`config.mk`:
```
export PLATFORM = sky130hd
export DESIGN_NAME = ext_stage_flat
export DESIGN_NICKNAME = d
export VERILOG_FILES = /design/src/rtl/ext_stage_if.sv /design/src/rtl/ext_stage.sv /design/src/flat_wrapper.sv
export SDC_FILE = /design/constraint.sdc
export NUM_CORES = 1
export LEC_CHECK = 0
export ABC_AREA = 1
export BUFFER_PORTS_ARGS = -buffer_cell sky130_fd_sc_hd__buf_2
export CORE_MARGIN = 1
export CORE_UTILIZATION = 40
export DETAILED_ROUTE_END_ITERATION = 8
export GPL_TIMING_DRIVEN = 0
export PLACE_DENSITY = 0.74
export SLEW_MARGIN = 10
export SYNTH_ARGS = -nofsm -noshare
export SYNTH_HDL_FRONTEND = slang
export SYNTH_SLANG_ARGS = --single-unit
```
`constraint.sdc`:
```
create_clock -name clk -period 3.1 [get_ports clk]
set_clock_uncertainty 0.15 [all_clocks]
set_input_delay 0.155 -clock clk [delete_from_list [all_inputs] [get_ports clk]]
set_output_delay 0.155 -clock clk [all_outputs]
set_load 0.005 [all_outputs]
```
`src/rtl/ext_stage_if.sv`:
```
// Handshake bundle between decode, the extension stage and the ALU operand mux.
// The slave modport is the stage's view; the master modport is the surrounding pipeline's view.
interface ext_stage_if #(
   parameter int DATA_W = 32
);
   logic              in_valid;
   logic              in_ready;
   logic [31:0]       in_instr;
   logic [DATA_W-1:0] in_rs_data;
   logic [2:0]        in_mode;
   logic              out_valid;
   logic              out_ready;
   logic [DATA_W-1:0] out_data;
   logic              out_err;

   modport master (
      output in_valid, in_instr, in_rs_data, in_mode, out_ready,
      input  in_ready, out_valid, out_data, out_err
   );

   modport slave (
      input  in_valid, in_instr, in_rs_data, in_mode, out_ready,
      output in_ready, out_valid, out_data, out_err
   );
endinterface

```
`src/rtl/ext_stage.sv`:
```
// Registered immediate/shift-amount extension stage: extends the selected instruction field
// at push time and buffers results in a 2-entry FIFO with valid/ready on both sides.
module ext_stage #(
   parameter int DATA_W    = 32,
   parameter int IMM_W     = 16,
   parameter int SHAMT_W   = 5,
   parameter int SHAMT_LSB = 6
) (
   input  logic        clk,
   input  logic        rst,
   input  logic        flush,
   ext_stage_if.slave  bus
);

   typedef enum logic [2:0] {
      MODE_ZERO      = 3'b000,
      MODE_SIGN      = 3'b001,
      MODE_UPPER     = 3'b010,
      MODE_SHAMT     = 3'b011,
      MODE_SHAMT_VAR = 3'b100,
      MODE_BRANCH    = 3'b101,
      MODE_RSV6      = 3'b110,
      MODE_RSV7      = 3'b111
   } mode_e;

   typedef struct packed {
      logic [DATA_W-1:0] data;
      logic              err;
   } entry_t;

   logic [IMM_W-1:0]  imm;
   logic [DATA_W-1:0] sext_imm;
   entry_t            ext_d;

   assign imm      = bus.in_instr[IMM_W-1:0];
   assign sext_imm = DATA_W'($signed(imm));

   always_comb begin
      // NOTE: every always_comb output gets a default first, so no path can infer a latch.
      ext_d = '0;
      case (mode_e'(bus.in_mode))
         MODE_ZERO:      ext_d.data = DATA_W'(imm);
         MODE_SIGN:      ext_d.data = sext_imm;
         MODE_UPPER:     ext_d.data = {imm, {(DATA_W-IMM_W){1'b0}}};
         MODE_SHAMT:     ext_d.data = DATA_W'(bus.in_instr[SHAMT_LSB +: SHAMT_W]);
         MODE_SHAMT_VAR: ext_d.data = DATA_W'(bus.in_rs_data[SHAMT_W-1:0]);
         MODE_BRANCH:    ext_d.data = sext_imm << 2;
         default:        ext_d.err  = 1'b1;
      endcase
   end

   entry_t     mem_q [2];
   logic       rd_ptr_q;
   logic       wr_ptr_q;
   logic [1:0] count_q;
   logic [1:0] count_d;
   logic       push;
   logic       pop;

   // in_ready depends only on registered occupancy, never on out_ready.
   assign bus.in_ready  = (count_q != 2'd2);
   assign bus.out_valid = (count_q != 2'd0);
   assign bus.out_data  = mem_q[rd_ptr_q].data;
   assign bus.out_err   = mem_q[rd_ptr_q].err;

   assign push = bus.in_valid  & bus.in_ready;
   assign pop  = bus.out_valid & bus.out_ready;

   always_comb begin
      count_d = count_q;
      case ({push, pop})
         2'b10:   count_d = count_q + 2'd1;
         2'b01:   count_d = count_q - 2'd1;
         default: count_d = count_q;
      endcase
   end

   // NOTE: sequential state uses non-blocking assignments so every register samples pre-edge values.
   always_ff @(posedge clk) begin
      if (rst) begin
         count_q  <= 2'd0;
         rd_ptr_q <= 1'b0;
         wr_ptr_q <= 1'b0;
         // NOTE: storage is cleared on reset (not on flush) so the head reads 0 right after reset.
         mem_q[0] <= '0;
         mem_q[1] <= '0;
      end else if (flush) begin
         count_q  <= 2'd0;
         rd_ptr_q <= 1'b0;
         wr_ptr_q <= 1'b0;
      end else begin
         count_q <= count_d;
         if (push) begin
            mem_q[wr_ptr_q] <= ext_d;
            wr_ptr_q        <= ~wr_ptr_q;
         end
         if (pop) begin
            rd_ptr_q <= ~rd_ptr_q;
         end
      end
   end

endmodule
```
`src/flat_wrapper.sv`:
```
// flat-port wrapper written by rule: the top's interface ports become plain ports
module ext_stage_flat 
#(
   parameter int DATA_W    = 32,
   parameter int IMM_W     = 16,
   parameter int SHAMT_W   = 5,
   parameter int SHAMT_LSB = 6
)
  (clk, rst, flush, bus_in_valid, bus_in_instr, bus_in_rs_data, bus_in_mode, bus_out_ready, bus_in_ready, bus_out_valid, bus_out_data, bus_out_err);
  ext_stage_if #(.DATA_W(DATA_W)) bus_i ();
  input  logic clk;
  input  logic rst;
  input  logic flush;
  input wire logic [$bits(bus_i.in_valid)-1:0] bus_in_valid;
  input wire logic [$bits(bus_i.in_instr)-1:0] bus_in_instr;
  input wire logic [$bits(bus_i.in_rs_data)-1:0] bus_in_rs_data;
  input wire logic [$bits(bus_i.in_mode)-1:0] bus_in_mode;
  input wire logic [$bits(bus_i.out_ready)-1:0] bus_out_ready;
  output wire logic [$bits(bus_i.in_ready)-1:0] bus_in_ready;
  output wire logic [$bits(bus_i.out_valid)-1:0] bus_out_valid;
  output wire logic [$bits(bus_i.out_data)-1:0] bus_out_data;
  output wire logic [$bits(bus_i.out_err)-1:0] bus_out_err;
  assign bus_i.in_valid = bus_in_valid;
  assign bus_i.in_instr = bus_in_instr;
  assign bus_i.in_rs_data = bus_in_rs_data;
  assign bus_i.in_mode = bus_in_mode;
  assign bus_i.out_ready = bus_out_ready;
  assign bus_in_ready = bus_i.in_ready;
  assign bus_out_valid = bus_i.out_valid;
  assign bus_out_data = bus_i.out_data;
  assign bus_out_err = bus_i.out_err;
  ext_stage #(.DATA_W(DATA_W), .IMM_W(IMM_W), .SHAMT_W(SHAMT_W), .SHAMT_LSB(SHAMT_LSB)) u_core (.clk(clk), .rst(rst), .flush(flush), .bus(bus_i));
endmodule
```
Word level (Yosys, flattened, before mapping):

Memories as Yosys holds them, arrays and structs flattened. A register that Yosys moved wholly into a read port is not among the register bits.
Cells that the tools add are included.

* flip-flop bits (word level): 4
* bits in writable memories: 66
* output and inout port bits: 35
* word-level logic and storage cells: 38
* memories kept: 1

Memory list
* u_core.mem_q: words 2, width 33, rd ports 1, clocked after memory_dff 1, wr ports 2, RTL line ext_stage.sv:52 `entry_t mem_q [2];`

* add/subtract/negate cells: 2
* eq/ne operators: 8
* muxes and demuxes: 14
* bitwise gates (word level): 4
* reduce and logical (&&, ||, !) cells: 6

Operators with widths (count)
* $pmux W32 S6: 1
* $mux W33: 1
* $reduce_or A33 Y1: 1
* $mux W1: 11
* $eq A3 B2 Y1 const B: 2
* $eq A3 B3 Y1 const B: 2
* $reduce_or A6 Y1: 1
* $pmux W2 S2: 1
* $reduce_bool A2 Y1: 2
* $eq A3 B1 Y1 const B: 1
* $logic_not A3 Y1: 1
* $add A2 B1 Y2 const B: 1
* $and A1 B1 Y1: 2
* $eq A2 B1 Y1 const B: 1
* $eq A2 B2 Y1 const B: 1
* $ne A2 B2 Y1 const B: 1
* $not A1 Y1: 2
* $reduce_or A2 Y1: 1
* $sub A2 B1 Y2 const B: 1

Depth between registers and ports, before layout:

* depth in word-level cells: 8
* depth in mapped cells: 10
* mapped depth without buffers: 9

Worst setup path before layout:

No wires, ideal clock.

* path kind: reg-to-reg
* from: reg u_core.count_q[0]
* to: mem u_core.mem_q[1][0] (netlist bit), enable pin
* setup time: 0.390 ns
* data arrival time: 1.606 ns
* slack: 0.953 ns
* cell stages (with the launch flop): 8
* clock period less this slack: 2.147 ns
* cells stage by stage: dfxtp_1 inv_2 nand2_4 nand2_4 nor2_1 buf_4 inv_1 nand2_1

RTL lines
* start, declared: RTL line ext_stage.sv:55 `logic [1:0] count_q;`
* start signal, assigned: RTL line ext_stage.sv:92 `count_q <= count_d;`
* end, declared: RTL line ext_stage.sv:52

==> results.json <==
{
  "vias_in_the_first_global_route": 2677,
  "port_buffers": 63,
  "cts_sinks": 71,
  "numCtsBuffers": 9,
  "route.detailed.vias_per_inst": 4.899,
  "htreeDepth": 3,
  "drt-wirelength-per-cell_um": 14.84,
  "clock_tree_from_tritoncts": "yes",
  "placed_cell_area_um2": 4145,
  "critPathCaptureType": "flop",
  "maxClockFrequency_ghz": 0.3869,
  "drtIter0Drc": 187,
  "grt_use_total_pct": 18.48,
  "detail_route.drc_violations": 2,
  "grt_start_max_net_pins": 34,
  "final.period_utilization_pct": 83.37,
  "hold_slack_ns": 0.01304,
  "synth_seq_cells": 71,
  "io_pins": 107,
  "worstPathMaxFanout": 33,
  "critical_path.n_buffers_inverters": 4,
  "drtPass1Iterations": 7,
  "layout.core_utilization_pct": 49.57,
  "setup_repair_after_global_routing_missed_its_margin": "false",
  "crit_arrival_ns": 2.41,
  "powerDensity_nw_per_um2": 468.4,
  "totalPowerFinal_mw": 2.045,
  "setup-violations-final": 0,
  "core_area_um2": 8806,
  "ys_dominant_reg_cell": "sky130_fd_sc_hd__edfxtp_1",
  "placementRows": 34,
  "final_cell_area_um2": 4365,
  "dpl.cell_count": 536,
  "layout-drive-gt1-share_pct": 37.36,
  "cpLargestDelayFamily": "simple AND/OR/NAND/NOR gates",
  "post-cts-setup-buffers": 0,
  "max-cap-violations": 0,
  "chipHeight_um": 98.05,
  "commonest_non_fill_non_tap_cells_in_the_layout": "74 x sky130_fd_sc_hd__buf_2, 69 x sky130_fd_sc_hd__inv_1, 66 x sky130_fd_sc_hd__nand2_1, 66 x sky130_fd_sc_hd__edfxtp_1, 33 x sky130_fd_sc_hd__mux2_2",
  "ys_warnings": 0,
  "synth-edff-count": 66,
  "post-route-min-period_ns": 2.585,
  "critical_path.slowest_cell": "sky130_fd_sc_hd__nand2_2",
  "asyncSetResetFlopFracSynth_pct": 0,
  "detailroute.via_count": 2719,
  "layout.cells.most_common": "sky130_fd_sc_hd__buf_2",
  "setup.worst_path.start_class": "input port",
  "hpwl_mm": 5.735,
  "syn_to_final_growth_pct": 18.31,
  "max-slew-margin-rel_pct": 39.01,
  "synth.net_count": 438,
  "antenna_found_initial": 0,
  "antenna_cells": 0,
  "post_layout_nonfiller_instances": 555,
  "power.static_leakage_nw": 2.273,
  "grt-ovfl-total": 0,
  "floorplan.die.width_um": 98.05,
  "cts_max_path_bufs": 2,
  "worstPathRequired_ns": 2.92,
  "timing_hold_violations_final": 0,
  "ir_drop_worst_vdd_mv": 0.2225,
  "netlist_area_um2": 3690,
  "clkTransAtPathRegs_ns": 0.07,
  "cpPeakStageDelay_ns": 0.69,
  "hold_path.class": "in2reg",
  "finalNetCount": 515,
  "worst-slew-pin-transition_ns": 0.9117,
  "yosys.cell_types.count": 28,
  "finalMaxSlewViolations": 0,
  "seq_area_frac_synth_pct": 56.43,
  "worstSetupPathType": "in2reg",
  "syn_avg_cell_area_um2": 10.11,
  "ant_nets": 0,
  "cts.root.buffer_cell": "sky130_fd_sc_hd__clkbuf_8",
  "run_status": "finished, violations left",
  "place_ws_ns": 0.6950,
  "critical_path_cell_list": "dlygate4sd3_1, buf_2, nor2_4, nand2_1, nor2_1, buf_4, inv_1, nand2_2",
  "n_fill_cell": 810,
  "fp.dieArea_um2": 9613,
  "syn-instance-count": 365,
  "initial_utilization_pct": 41.90,
  "postRouteWirelength_mm": 8.234,
  "violations": "DRC",
  "timing.final.ws_setup_ns": 0.5154,
  "finalSetupTns_ns": 0,
  "grt_pass1_wl_mm": 13.25,
  "gp_congestion": 0.8815,
  "clock_insertion_delay_worst_skew_ns": 0.35
}
## logic make-up (layout without fill, tap and decap cells)
logic type | count (synthesis) | after routing | synth area share [%]
simple gates | 126 | 126 | 16.14
fa+ha+maj | 1 | 1 | 0.3390
flops | 71 | 71 | 56.43
compound gates | 31 | 31 | 5.019
buf+inv | 103 | 185 | 12.00
mux | 33 | 33 | 10.07
## area by class of cell
type / count / area [um^2] / area share [%]
Timing Repair Buffer: 66 / 345.3 / 7.911
Buffer: 17 / 120.1 / 2.751
Clock buffer: 16 / 190.2 / 4.357
Sequential cell: 71 / 2082 / 47.69
Tap cell: 108 / 135.1 / 3.095
Inverter: 86 / 322.8 / 7.395
Multi-Input combinational cell: 191 / 1170 / 26.80
## synthesized netlist by cell type, types with 2 or more instances
cell type | count | area (um^2)
sky130_fd_sc_hd__o21ai_0 | 8 | 40.04
sky130_fd_sc_hd__dfxtp_1 | 5 | 100.1
sky130_fd_sc_hd__o22ai_1 | 11 | 68.82
sky130_fd_sc_hd__mux2_2 | 33 | 371.6
sky130_fd_sc_hd__nand4_1 | 11 | 68.82
sky130_fd_sc_hd__buf_6 | 3 | 33.78
sky130_fd_sc_hd__nor2_4 | 2 | 22.52
sky130_fd_sc_hd__buf_2 | 11 | 55.05
sky130_fd_sc_hd__nor2_1 | 18 | 67.56
sky130_fd_sc_hd__inv_1 | 69 | 259.0
sky130_fd_sc_hd__nand2_1 | 68 | 255.2
sky130_fd_sc_hd__inv_2 | 17 | 63.81
sky130_fd_sc_hd__o21ai_1 | 6 | 30.03
sky130_fd_sc_hd__nand3_1 | 9 | 45.04
sky130_fd_sc_hd__nand2_2 | 10 | 62.56
sky130_fd_sc_hd__edfxtp_1 | 66 | 1982
sky130_fd_sc_hd__o21ai_2 | 4 | 35.03
sky130_fd_sc_hd__nand3_2 | 2 | 20.02
sky130_fd_sc_hd__nand2_4 | 3 | 33.78
## path summary, 6_finish.rpt
check	slack (ns)	start	cells past startpoint	to
setup / recovery	0.52	flush	8	u_core.mem_q[1][18]
hold / removal	0.01	bus_in_valid	4	u_core.wr_ptr_q
setup reg to reg	0.68	u_core.count_q[0]	7	u_core.mem_q[1][18]
hold reg to reg	0.36	u_core.rd_ptr_q	2	flop
## power by group
part	switching (mW)	internal [mW]	total [mW]
combinational	0.137	0.0906	0.227
sequential	0.0112	1.09	1.10
clock	0.338	0.380	0.718
## registers in the layout, indices dropped and copies added (netlist names), named ones only
name             count
u_core.count_q       2
u_core.rd_ptr_q      1
u_core.wr_ptr_q      1
u_core.mem_q        66
## per-layer routing
layer	vias to the layer above	routed length, um	GRT usage [%]
met5	-	0	0
met4	0	158	8.858
met3	16	530	3.579
met2	105	3981	30.72
met1	1259	3564	23.16
li1	1339	-	-
## worst min-delay path: cells and delay by family
kind                   cells  cell delay (ns)
AOI/OAI and AO/OA          1             0.08
and+or+nand+nor            1             0.06
buffers and inverters      2             0.17
## what timing repair did
item                       CTS  global route
setup endpoints to repair    0             0
hold buffers                 3             0
hold endpoints to repair     4             0
resized for setup            0             0
(Power assumes the default switching activity.)
